### src/rtl/dbg_regfile_port_if.sv
// Host-side request/response bundle for the debug register-file port.
// The host drives requests; the port answers with one response per request.
interface dbg_regfile_port_if #(
    parameter int XLEN = 32
);
    logic            dbg_req_valid;
    logic            dbg_req_ready;
    logic            dbg_req_we;
    logic            dbg_req_pc;
    logic [4:0]      dbg_req_addr;
    logic [XLEN-1:0] dbg_req_wdata;
    logic            dbg_hold;
    logic            dbg_rsp_valid;
    logic            dbg_rsp_ready;
    logic [XLEN-1:0] dbg_rsp_rdata;
    logic            dbg_rsp_err;

    modport master (
        output dbg_req_valid,
        input  dbg_req_ready,
        output dbg_req_we,
        output dbg_req_pc,
        output dbg_req_addr,
        output dbg_req_wdata,
        output dbg_hold,
        input  dbg_rsp_valid,
        output dbg_rsp_ready,
        input  dbg_rsp_rdata,
        input  dbg_rsp_err
    );

    modport slave (
        input  dbg_req_valid,
        output dbg_req_ready,
        input  dbg_req_we,
        input  dbg_req_pc,
        input  dbg_req_addr,
        input  dbg_req_wdata,
        input  dbg_hold,
        output dbg_rsp_valid,
        input  dbg_rsp_ready,
        output dbg_rsp_rdata,
        output dbg_rsp_err
    );
endinterface

### src/rtl/dbg_regfile_port.sv
// Debug access port: halts the core, does one GPR/PC access, responds,
// then releases the core unless the host asked to keep it halted.
module dbg_regfile_port #(
    parameter int XLEN         = 32,
    parameter int HALT_TIMEOUT = 64
) (
    input  logic                clk,
    input  logic                rst,
    dbg_regfile_port_if.slave   bus,
    output logic                cpu_halt_req,
    input  logic                cpu_halted,
    input  logic [XLEN-1:0]     cpu_pc,
    output logic                rf_dbg_en,
    output logic                rf_dbg_we,
    output logic [4:0]          rf_dbg_addr,
    output logic [XLEN-1:0]     rf_dbg_wdata,
    input  logic [XLEN-1:0]     rf_dbg_rdata
);
    localparam int CNT_W = $clog2(HALT_TIMEOUT + 1);
    localparam logic [CNT_W-1:0] CNT_LAST = CNT_W'(HALT_TIMEOUT - 1);
    localparam logic [CNT_W-1:0] CNT_MAX  = CNT_W'(HALT_TIMEOUT);
    localparam logic [CNT_W-1:0] CNT_ONE  = CNT_W'(1);

    typedef enum logic [1:0] {
        IDLE,
        HALT,
        ACCESS,
        RESP
    } state_t;

    state_t          state, state_d;
    logic [CNT_W-1:0] cnt, cnt_d;
    logic            hold_q, hold_d;
    logic            req_we, req_we_d;
    logic            req_pc, req_pc_d;
    logic [4:0]      req_addr, req_addr_d;
    logic [XLEN-1:0] req_wdata, req_wdata_d;
    logic [XLEN-1:0] rdata_q, rdata_d;
    logic            err_q, err_d;

    logic req_ready;
    logic rsp_valid;

    // Exactly one of these is true for any latched request.
    logic pc_wr, pc_rd, gpr_wr0, gpr_wr, gpr_rd;
    assign pc_wr   = req_pc & req_we;
    assign pc_rd   = req_pc & ~req_we;
    assign gpr_wr0 = ~req_pc & req_we & (req_addr == 5'd0);
    assign gpr_wr  = ~req_pc & req_we & (req_addr != 5'd0);
    assign gpr_rd  = ~req_pc & ~req_we;

    always_ff @(posedge clk) begin
        if (rst) begin
            state     <= IDLE;
            cnt       <= '0;
            hold_q    <= 1'b0;
            req_we    <= 1'b0;
            req_pc    <= 1'b0;
            req_addr  <= '0;
            req_wdata <= '0;
            rdata_q   <= '0;
            err_q     <= 1'b0;
        end else begin
            state     <= state_d;
            cnt       <= cnt_d;
            hold_q    <= hold_d;
            req_we    <= req_we_d;
            req_pc    <= req_pc_d;
            req_addr  <= req_addr_d;
            req_wdata <= req_wdata_d;
            rdata_q   <= rdata_d;
            err_q     <= err_d;
        end
    end

    always_comb begin
        state_d      = state;
        cnt_d        = cnt;
        hold_d       = hold_q;
        req_we_d     = req_we;
        req_pc_d     = req_pc;
        req_addr_d   = req_addr;
        req_wdata_d  = req_wdata;
        rdata_d      = rdata_q;
        err_d        = err_q;
        req_ready    = 1'b0;
        rsp_valid    = 1'b0;
        cpu_halt_req = 1'b1;
        rf_dbg_en    = 1'b0;
        rf_dbg_we    = 1'b0;
        unique case (state)
            IDLE: begin
                req_ready    = 1'b1;
                cpu_halt_req = hold_q;
                if (bus.dbg_req_valid) begin
                    req_we_d    = bus.dbg_req_we;
                    req_pc_d    = bus.dbg_req_pc;
                    req_addr_d  = bus.dbg_req_addr;
                    req_wdata_d = bus.dbg_req_wdata;
                    hold_d      = bus.dbg_hold;
                    rdata_d     = '0;
                    err_d       = 1'b0;
                    cnt_d       = '0;
                    state_d     = HALT;
                end
            end
            HALT: begin
                if (cpu_halted) begin
                    state_d = ACCESS;
                end else if (cnt == CNT_LAST) begin
                    // Core never stopped: give up without touching the RF.
                    err_d   = 1'b1;
                    rdata_d = '0;
                    hold_d  = 1'b0;
                    state_d = RESP;
                end else if (cnt != CNT_MAX) begin
                    cnt_d = cnt + CNT_ONE;
                end
            end
            ACCESS: begin
                unique case (1'b1)
                    pc_wr, gpr_wr0: err_d = 1'b1;
                    pc_rd: rdata_d = cpu_pc;
                    gpr_wr: begin
                        rf_dbg_en = 1'b1;
                        rf_dbg_we = 1'b1;
                    end
                    gpr_rd: begin
                        rf_dbg_en = 1'b1;
                        rdata_d   = (req_addr == 5'd0) ? '0 : rf_dbg_rdata;
                    end
                    default: ;
                endcase
                state_d = RESP;
            end
            RESP: begin
                rsp_valid = 1'b1;
                if (bus.dbg_rsp_ready) begin
                    state_d = IDLE;
                end
            end
        endcase
    end

    assign rf_dbg_addr       = req_addr;
    assign rf_dbg_wdata      = req_wdata;
    assign bus.dbg_req_ready = req_ready;
    assign bus.dbg_rsp_valid = rsp_valid;
    assign bus.dbg_rsp_rdata = rdata_q;
    assign bus.dbg_rsp_err   = err_q;
endmodule

### src/flat_wrapper.sv
// flat-port wrapper written by rule: the top's interface ports become plain ports
module dbg_regfile_port_flat 
#(
    parameter int XLEN         = 32,
    parameter int HALT_TIMEOUT = 64
)
  (clk, rst, cpu_halt_req, cpu_halted, cpu_pc, rf_dbg_en, rf_dbg_we, rf_dbg_addr, rf_dbg_wdata, rf_dbg_rdata, bus_dbg_req_valid, bus_dbg_req_ready, bus_dbg_req_we, bus_dbg_req_pc, bus_dbg_req_addr, bus_dbg_req_wdata, bus_dbg_hold, bus_dbg_rsp_valid, bus_dbg_rsp_ready, bus_dbg_rsp_rdata, bus_dbg_rsp_err);
  dbg_regfile_port_if #(.XLEN(XLEN)) bus_i ();
  input  logic clk;
  input  logic rst;
  output logic cpu_halt_req;
  input  logic cpu_halted;
  input  logic [XLEN-1:0] cpu_pc;
  output logic rf_dbg_en;
  output logic rf_dbg_we;
  output logic [4:0] rf_dbg_addr;
  output logic [XLEN-1:0] rf_dbg_wdata;
  input  logic [XLEN-1:0] rf_dbg_rdata;
  input wire logic [$bits(bus_i.dbg_req_valid)-1:0] bus_dbg_req_valid;
  output wire logic [$bits(bus_i.dbg_req_ready)-1:0] bus_dbg_req_ready;
  input wire logic [$bits(bus_i.dbg_req_we)-1:0] bus_dbg_req_we;
  input wire logic [$bits(bus_i.dbg_req_pc)-1:0] bus_dbg_req_pc;
  input wire logic [$bits(bus_i.dbg_req_addr)-1:0] bus_dbg_req_addr;
  input wire logic [$bits(bus_i.dbg_req_wdata)-1:0] bus_dbg_req_wdata;
  input wire logic [$bits(bus_i.dbg_hold)-1:0] bus_dbg_hold;
  output wire logic [$bits(bus_i.dbg_rsp_valid)-1:0] bus_dbg_rsp_valid;
  input wire logic [$bits(bus_i.dbg_rsp_ready)-1:0] bus_dbg_rsp_ready;
  output wire logic [$bits(bus_i.dbg_rsp_rdata)-1:0] bus_dbg_rsp_rdata;
  output wire logic [$bits(bus_i.dbg_rsp_err)-1:0] bus_dbg_rsp_err;
  assign bus_i.dbg_req_valid = bus_dbg_req_valid;
  assign bus_dbg_req_ready = bus_i.dbg_req_ready;
  assign bus_i.dbg_req_we = bus_dbg_req_we;
  assign bus_i.dbg_req_pc = bus_dbg_req_pc;
  assign bus_i.dbg_req_addr = bus_dbg_req_addr;
  assign bus_i.dbg_req_wdata = bus_dbg_req_wdata;
  assign bus_i.dbg_hold = bus_dbg_hold;
  assign bus_dbg_rsp_valid = bus_i.dbg_rsp_valid;
  assign bus_i.dbg_rsp_ready = bus_dbg_rsp_ready;
  assign bus_dbg_rsp_rdata = bus_i.dbg_rsp_rdata;
  assign bus_dbg_rsp_err = bus_i.dbg_rsp_err;
  dbg_regfile_port #(.XLEN(XLEN), .HALT_TIMEOUT(HALT_TIMEOUT)) u_core (.clk(clk), .rst(rst), .bus(bus_i), .cpu_halt_req(cpu_halt_req), .cpu_halted(cpu_halted), .cpu_pc(cpu_pc), .rf_dbg_en(rf_dbg_en), .rf_dbg_we(rf_dbg_we), .rf_dbg_addr(rf_dbg_addr), .rf_dbg_wdata(rf_dbg_wdata), .rf_dbg_rdata(rf_dbg_rdata));
endmodule
### config.mk
export PLATFORM = sky130hd
export DESIGN_NAME = dbg_regfile_port_flat
export DESIGN_NICKNAME = d
export VERILOG_FILES = /design/src/rtl/dbg_regfile_port_if.sv /design/src/rtl/dbg_regfile_port.sv /design/src/flat_wrapper.sv
export SDC_FILE = /design/constraint.sdc
export NUM_CORES = 1
export LEC_CHECK = 0
export ABC_AREA = 0
export CAP_MARGIN = 20
export CORE_MARGIN = 1.5
export CORE_UTILIZATION = 37
export DETAILED_ROUTE_END_ITERATION = 6
export PLACE_DENSITY = 0.77
export SYNTH_ARGS = -nofsm -noshare
export SYNTH_HDL_FRONTEND = slang
export SYNTH_SLANG_ARGS = --single-unit
### constraint.sdc
create_clock -name clk -period 1.55 [get_ports clk]
set_input_delay 0.155 -clock clk [delete_from_list [all_inputs] [get_ports clk]]
set_output_delay 0.155 -clock clk [all_outputs]
set_load 0.1 [all_outputs]
==> results.cfg, run 1 <==
[floorplanning]
die_height_um = 103
rows = 36
core-area_um2 = 9770
initial_core_util = 0.382
die_x_um = 103
die-area_um2 = 10700
ios = 184

[placed_design]
hpwl_mm = 9.87
place_congestion = 0.847
post-place-ws_ps = -170
io_buffers = 183

[synthesis]
synth_cell_types = 39
avgSynthCellArea_um2 = 7.24
ys.flop_type = dfxtp_1
synth_area_um2 = 3740
synth.most_common_cell = nand2_1
synthArstFlopShare = 0
synth-seq-cells = 82
synth_warnings = 0
synth-edff-count = 0
seq_area_frac_synth = 0.439
synthTopCellsByArea = dfxtp_1, nand2_1, a21oi_1
synthTopCellsByCount = nand2_1, dfxtp_1, a21oi_1
syn_inst = 516
synth_nets = 631
yosysTopAreaCell = dfxtp_1
synth_top_area_frac = 0.439

[layout]
layout.nets = 863
multiInputGateArea_um2 = 2480
nFillCells = 584
area.growth.synth_to_final_pct = 115
final-seq-area_um2 = 1670
n_antenna_cell = 0
drive_gt1_frac = 0.394
fin_util = 0.823

[worst_setup_path]
r2r_end = u_core.bus.dbg_rsp_rdata[27]$_SDFFE_PP0P_
critPathCaptureType = output pin
critPathTopFamily = simple AND/OR/NAND/NOR gates
critPathBufInv = 2
start_kind = register
required_ps = 1390
r2r_cells = 9
crit_arrival_ps = 1690
cp_cell_sequence = or4_4 -> nor2_4 -> buf_6 -> a21oi_4 -> buf_12
crit_path_top_delay_cell = or4_4
slowest_delay_ps = 540
path_class = reg2out
r2r-start = u_core.state[1]$_SDFFE_PP0P_
worstPathMaxFanout = 2
rrSetupSlack_ps = -280

[clocking]
cts_root_buf = clkbuf_8
clock_path_buffers = 2
clk_pin_slew_worst_paths_ps = 80
ctsHoldBuffers = 0
numCtsBuffers = 9
cts_sinks = 82
htree_num_levels = 3
clk_latency_ps = 360
tritoncts = built

[pwr]
leakage_uw = 0.00306
switchingPower_uw = 6660
power_frac_comb = 0.685
sequentialPowerShare = 0.192
clkPwrFrac = 0.123
ir_drop_uv = 1710
p_sw_frac = 0.466
internal_power_uw = 7630
p_per_area_nw_per_um2 = 1780

[timing]
clock_skew_ps = 10.5
finalSetupViolCount = 43
fin_hold_ws_ps = 243
rsz0062_at_grt = true
fmax_ghz = 0.543
relSlewSlack = 0.583
min_period_ps = 1840
post-route-period-util = 1.19
slew_violations = 0
fin_ws_ps = -290
worst_pin_slew_ps = 625
setup_tns_ps = -7360
hold_violations = 0

[detailed_routing]
avgViaCountPerCell = 5.15
drt_wl_total_mm = 15.1
ant_nets = 0
detail_route.iter0.violations = 129
post_drt_wl_per_cell_um = 17.1
drtPass1Iterations = 4
num_vias = 4559
drc = 0

[hold_path]
holdPathStages = 2
hold_path_end = u_core.bus.dbg_rsp_rdata[25]$_SDFFE_PP0P_
hold_start = rst
hp-class = in2reg

[global_route]
grt_pass1_wl_mm = 20.5
grt_pass1_vias = 4332
grt_use_total = 0.249
antenna_found_initial = 0
grt_max_degree = 33
grt_overflow = 0

[run_status]
outcome = finished, violations left
violations = setup timing

[flow_run]
max_cap_viol_count = 0
[cell usage in the layout, fill, tap and decap left out, types with 3 or more instances in the layout]
| cell | netlist | final |
|---|---|---|
| a21oi_1 | 78 | 65 |
| a21oi_2 | 0 | 12 |
| buf_12 | 0 | 83 |
| buf_4 | 1 | 41 |
| buf_6 | 3 | 20 |
| clkbuf_1 | 24 | 3 |
| clkbuf_16 | 0 | 6 |
| clkbuf_8 | 0 | 11 |
| clkdlybuf4s50_1 | 0 | 107 |
| dfxtp_1 | 82 | 72 |
| dfxtp_4 | 0 | 8 |
| ha_4 | 0 | 6 |
| inv_2 | 0 | 3 |
| nand2_1 | 182 | 179 |
| nand2b_1 | 10 | 7 |
| nand2b_4 | 0 | 3 |
| nand3_2 | 0 | 33 |
| nor2_1 | 6 | 4 |
| o21ai_1 | 1 | 4 |
| o21ai_2 | 0 | 32 |
[worst max path at each step]
| stage | startpoint | end | cells past startpoint |
|---|---|---|---|
| after CTS | u_core.rf_dbg_addr[4]$_SDFFE_PP0P_ | rf_dbg_en | 5 |
| after detailed placement | cpu_halted | u_core.bus.dbg_rsp_rdata[1]$_SDFFE_PP0P_ | 8 |
| after floorplan | u_core.rf_dbg_addr[4]$_SDFFE_PP0P_ | rf_dbg_we | 4 |
| after global placement | cpu_halted | u_core.bus.dbg_rsp_rdata[1]$_SDFFE_PP0P_ | 8 |
| after global routing | u_core.rf_dbg_addr[4]$_SDFFE_PP0P_ | rf_dbg_en | 5 |
| final | u_core.rf_dbg_addr[4]$_SDFFE_PP0P_ | rf_dbg_en | 5 |
[kinds of logic (layout without fill, tap and decap cells)]
logic type	count (synthesis)	count (layout)	share of synthesized area
mux	1	1	0.00268
fa+ha+maj	6	6	0.0201
simple gates	251	251	0.289
buf+inv	46	283	0.0566
compound gates	130	130	0.192
flops	82	82	0.439
[registers in the layout, indices dropped and copies added, names as in the netlist]
register,flops
u_core.rf_dbg_addr,5
u_core.hold_q,1
u_core.req_pc,1
u_core.rf_dbg_wdata,32
u_core.cnt,7
u_core.req_we,1
u_core.state,2
u_core.bus.dbg_rsp_rdata,32
u_core.bus.dbg_rsp_err,1
[power by group through the flow]
stage,Sequential (µW),Combinational (µW),Clock [µW]
after global placement,2760,7380,0
after detailed placement,2780,7550,0
after CTS,2740,8220,1800
after floorplan,4330,3210,0
after global routing,2790,10200,1880
final,2750,9790,1760
[layer usage]
layer | part of all wire | vias to the layer above | global-route usage
met2 | 0.53 | 184 | 0.459
met3 | 0.098 | 24 | 0.0981
met5 | 0 | - | 0
met4 | 0.018 | 0 | 0.0738
met1 | 0.35 | 2153 | 0.260
li1 | - | 2198 | -
[timing repair]
action	CTS	global route
setup endpoints to repair	45	57
gates cloned	1	7
pin swaps	14	20
setup buffers	18	11
gates resized for setup	63	85
[area by class of cell]
| cell class | instances | area share |
|---|---|---|
| sequential | 82 | 0.208 |
| inverter | 7 | 0.00482 |
| clock buffer | 14 | 0.0202 |
| timing repair buffer | 260 | 0.431 |
| clock inverter | 2 | 0.00747 |
| multi-input combinational | 388 | 0.308 |
| tap | 133 | 0.0207 |
[stage by stage]
| step | total power [µW] | std cells | instance area, µm² |
|---|---|---|---|
| 3_3_place_gp | 10100 | 837 | 7000 |
| 3_5_place_dp | 10300 | 837 | 7000 |
| 6_report | 14300 | 886 | 8040 |
| 2_1_floorplan | 7530 | 516 | 4040 |
| 4_1_cts | 12800 | 872 | 7520 |
| 5_1_grt | 14900 | 886 | 8040 |
Note: power is estimated with default switching activity, not from simulation.
==> inputs of run 2 (changes only) <==
--- a/config.mk
+++ b/config.mk
@@ -11,6 +11,7 @@
 export CORE_UTILIZATION = 37
 export DETAILED_ROUTE_END_ITERATION = 6
 export PLACE_DENSITY = 0.77
+export RECOVER_POWER = 100
 export SYNTH_ARGS = -nofsm -noshare
 export SYNTH_HDL_FRONTEND = slang
 export SYNTH_SLANG_ARGS = --single-unit
==> run 2 against run 1 <==
  * The run still ends with setup timing left
  * First-iteration DRC count shrank 33%
  * Register-to-register slack got worse by 90 ps
  * Via count increased by 0.39%
  * Worst setup slack got worse by 82 ps
  * Cell area shrank 13%
  * Worst hold slack gained 8.7 ps
  * Sequential power shrank 5%
  * Combinational power shrank 7.5%
  * Total power shrank 6.0%
  * Largest power group unchanged
==> results.cfg, run 2 (synthesis gave the netlist of run 1 again) <==
[run_status]
outcome = finished, violations left
violations = setup timing

[worst_setup_path]
crit_arrival_ps = 2180
cpMostUsedCell = and3_4
worstPathMaxFanout = 6
required_ps = 1810
path_class = reg2reg
crit_path_top_delay_cell = dfxtp_1
critPathCaptureType = register
cp_cell_sequence = buf_4 -> inv_6 -> ha_4 -> nand2b_4 -> and3_4 -> and3_4 -> clkbuf_16 -> nand3_2 -> a21oi_1
start_kind = register
slowest_delay_ps = 420

[layout]
area.growth.synth_to_final_pct = 86.9
drive_gt1_frac = 0.393
layout.nets = 863
fin_util = 0.715
mostFrequentLayoutCells = nand2_1, clkdlybuf4s50_1, dfxtp_1, clkbuf_2, a21oi_1
n_antenna_cell = 0
final_common_cell = nand2_1
final_cells = 886

[detailed_routing]
num_vias = 4577
post_drt_wl_per_cell_um = 17.1
ant_nets = 0
drt_wl_total_mm = 15.2
detail_route.iter0.violations = 86
met1_length_mm = 5.50
drtPass1Iterations = 4
highest-signal-layer = met4
avgViaCountPerCell = 5.17
met2WireLength_mm = 7.87
drc = 0
routed-wl-met3_mm = 1.47

[clocking]
htree_num_levels = 3
ctsHoldBuffers = 0
numCtsBuffers = 9
cts_root_buf = clkbuf_8
clock_path_buffers = 2
cts_sinks = 82
clk_pin_slew_worst_paths_ps = 80
tritoncts = built
clk_latency_ps = 360

[placed_design]
hpwl_mm = 9.87
io_buffers = 183
post-place-ws_ps = -170
dp.cells = 837
place_congestion = 0.847

[timing]
post-route-period-util = 1.24
relSlewSlack = 0.585
finalSetupViolCount = 71
fin_ws_ps = -372
min_period_ps = 1920
hold_violations = 0
clock_skew_ps = 10.2
worst_pin_slew_ps = 623
fmax_ghz = 0.520
fin_hold_ws_ps = 252
slew_violations = 0
rsz0062_at_grt = true

[global_route]
antenna_found_initial = 0
grt_max_degree = 33
grt_pass1_vias = 4332
grt_overflow = 0
grt_pass1_wl_mm = 20.5
grt_use_total = 0.249

[pwr]
leakage_uw = 0.00279
ir_drop_uv = 1660
p_per_area_nw_per_um2 = 1920

[floorplanning]
die_x_um = 103
die_height_um = 103
rows = 36
die-area_um2 = 10700
ios = 184
core-area_um2 = 9770
initial_core_util = 0.382

[flow_run]
max_cap_viol_count = 0

[hold_path]
hp-class = in2reg
[run 2: worst paths after layout]
kind	start	end	slack, ps	depth (start not counted)
min reg2reg	u_core.rf_dbg_wdata[17]$_SDFFE_PP0P_	u_core.rf_dbg_wdata[17]$_SDFFE_PP0P_	460	2
min	rst	u_core.bus.dbg_rsp_rdata[25]$_SDFFE_PP0P_	250	2
max	u_core.state[1]$_SDFFE_PP0P_	u_core.bus.dbg_rsp_rdata[27]$_SDFFE_PP0P_	-370	9
max reg2reg	u_core.state[1]$_SDFFE_PP0P_	u_core.bus.dbg_rsp_rdata[27]$_SDFFE_PP0P_	-370	9
[run 2: layout make-up]
| type | instances | area, µm² |
|---|---|---|
| Sequential cell | 82 | 1670 |
| Clock inverter | 2 | 60.1 |
| Timing Repair Buffer | 260 | 2410 |
| Clock buffer | 14 | 163 |
| Fill cell | 719 | 2790 |
| Multi-Input combinational cell | 388 | 2480 |
| Tap cell | 133 | 166 |
| Inverter | 7 | 38.8 |
[run 2: critical path: cells and delay by family (launching register included)]
family / cells / cell delay (ps)
adder cells (fa/ha/maj): 1 / 180
AO/OA/AOI/OAI: 1 / 220
buffers and inverters: 3 / 400
AND/OR/NAND/NOR: 4 / 610
flip-flops: 1 / 420
[run 2: what timing repair did]
item | 4_1_cts | 5_1_grt
setup endpoints to repair | 45 | 57
pin swaps | 14 | 20
buffers inserted | 18 | 11
gates resized for setup | 63 | 85
gates cloned | 1 | 7
endpoints found under the hold margin | 0 | 0
[run 2: per-layer routing]
metal | up-vias | global-route usage
li1 | 2199 | -
met1 | 2147 | 0.260
met2 | 201 | 0.459
met3 | 30 | 0.0981
met4 | 0 | 0.0738
met5 | - | 0
[run 2: metrics by stage]
stage / instance area [µm²] / total power, µW / setup TNS, ps
floorplan: 4040 / 7530 / -5800
global placement: 7000 / 10100 / -2960
detailed placement: 7000 / 10300 / -5090
CTS: 7520 / 12800 / -6220
global route: 6980 / 14000 / -16720
finish: 6980 / 13400 / -11130
[run 2: where the power goes]
group	switching, µW	internal (µW)
combinational	5580	3480
clock	755	999
sequential	210	2410
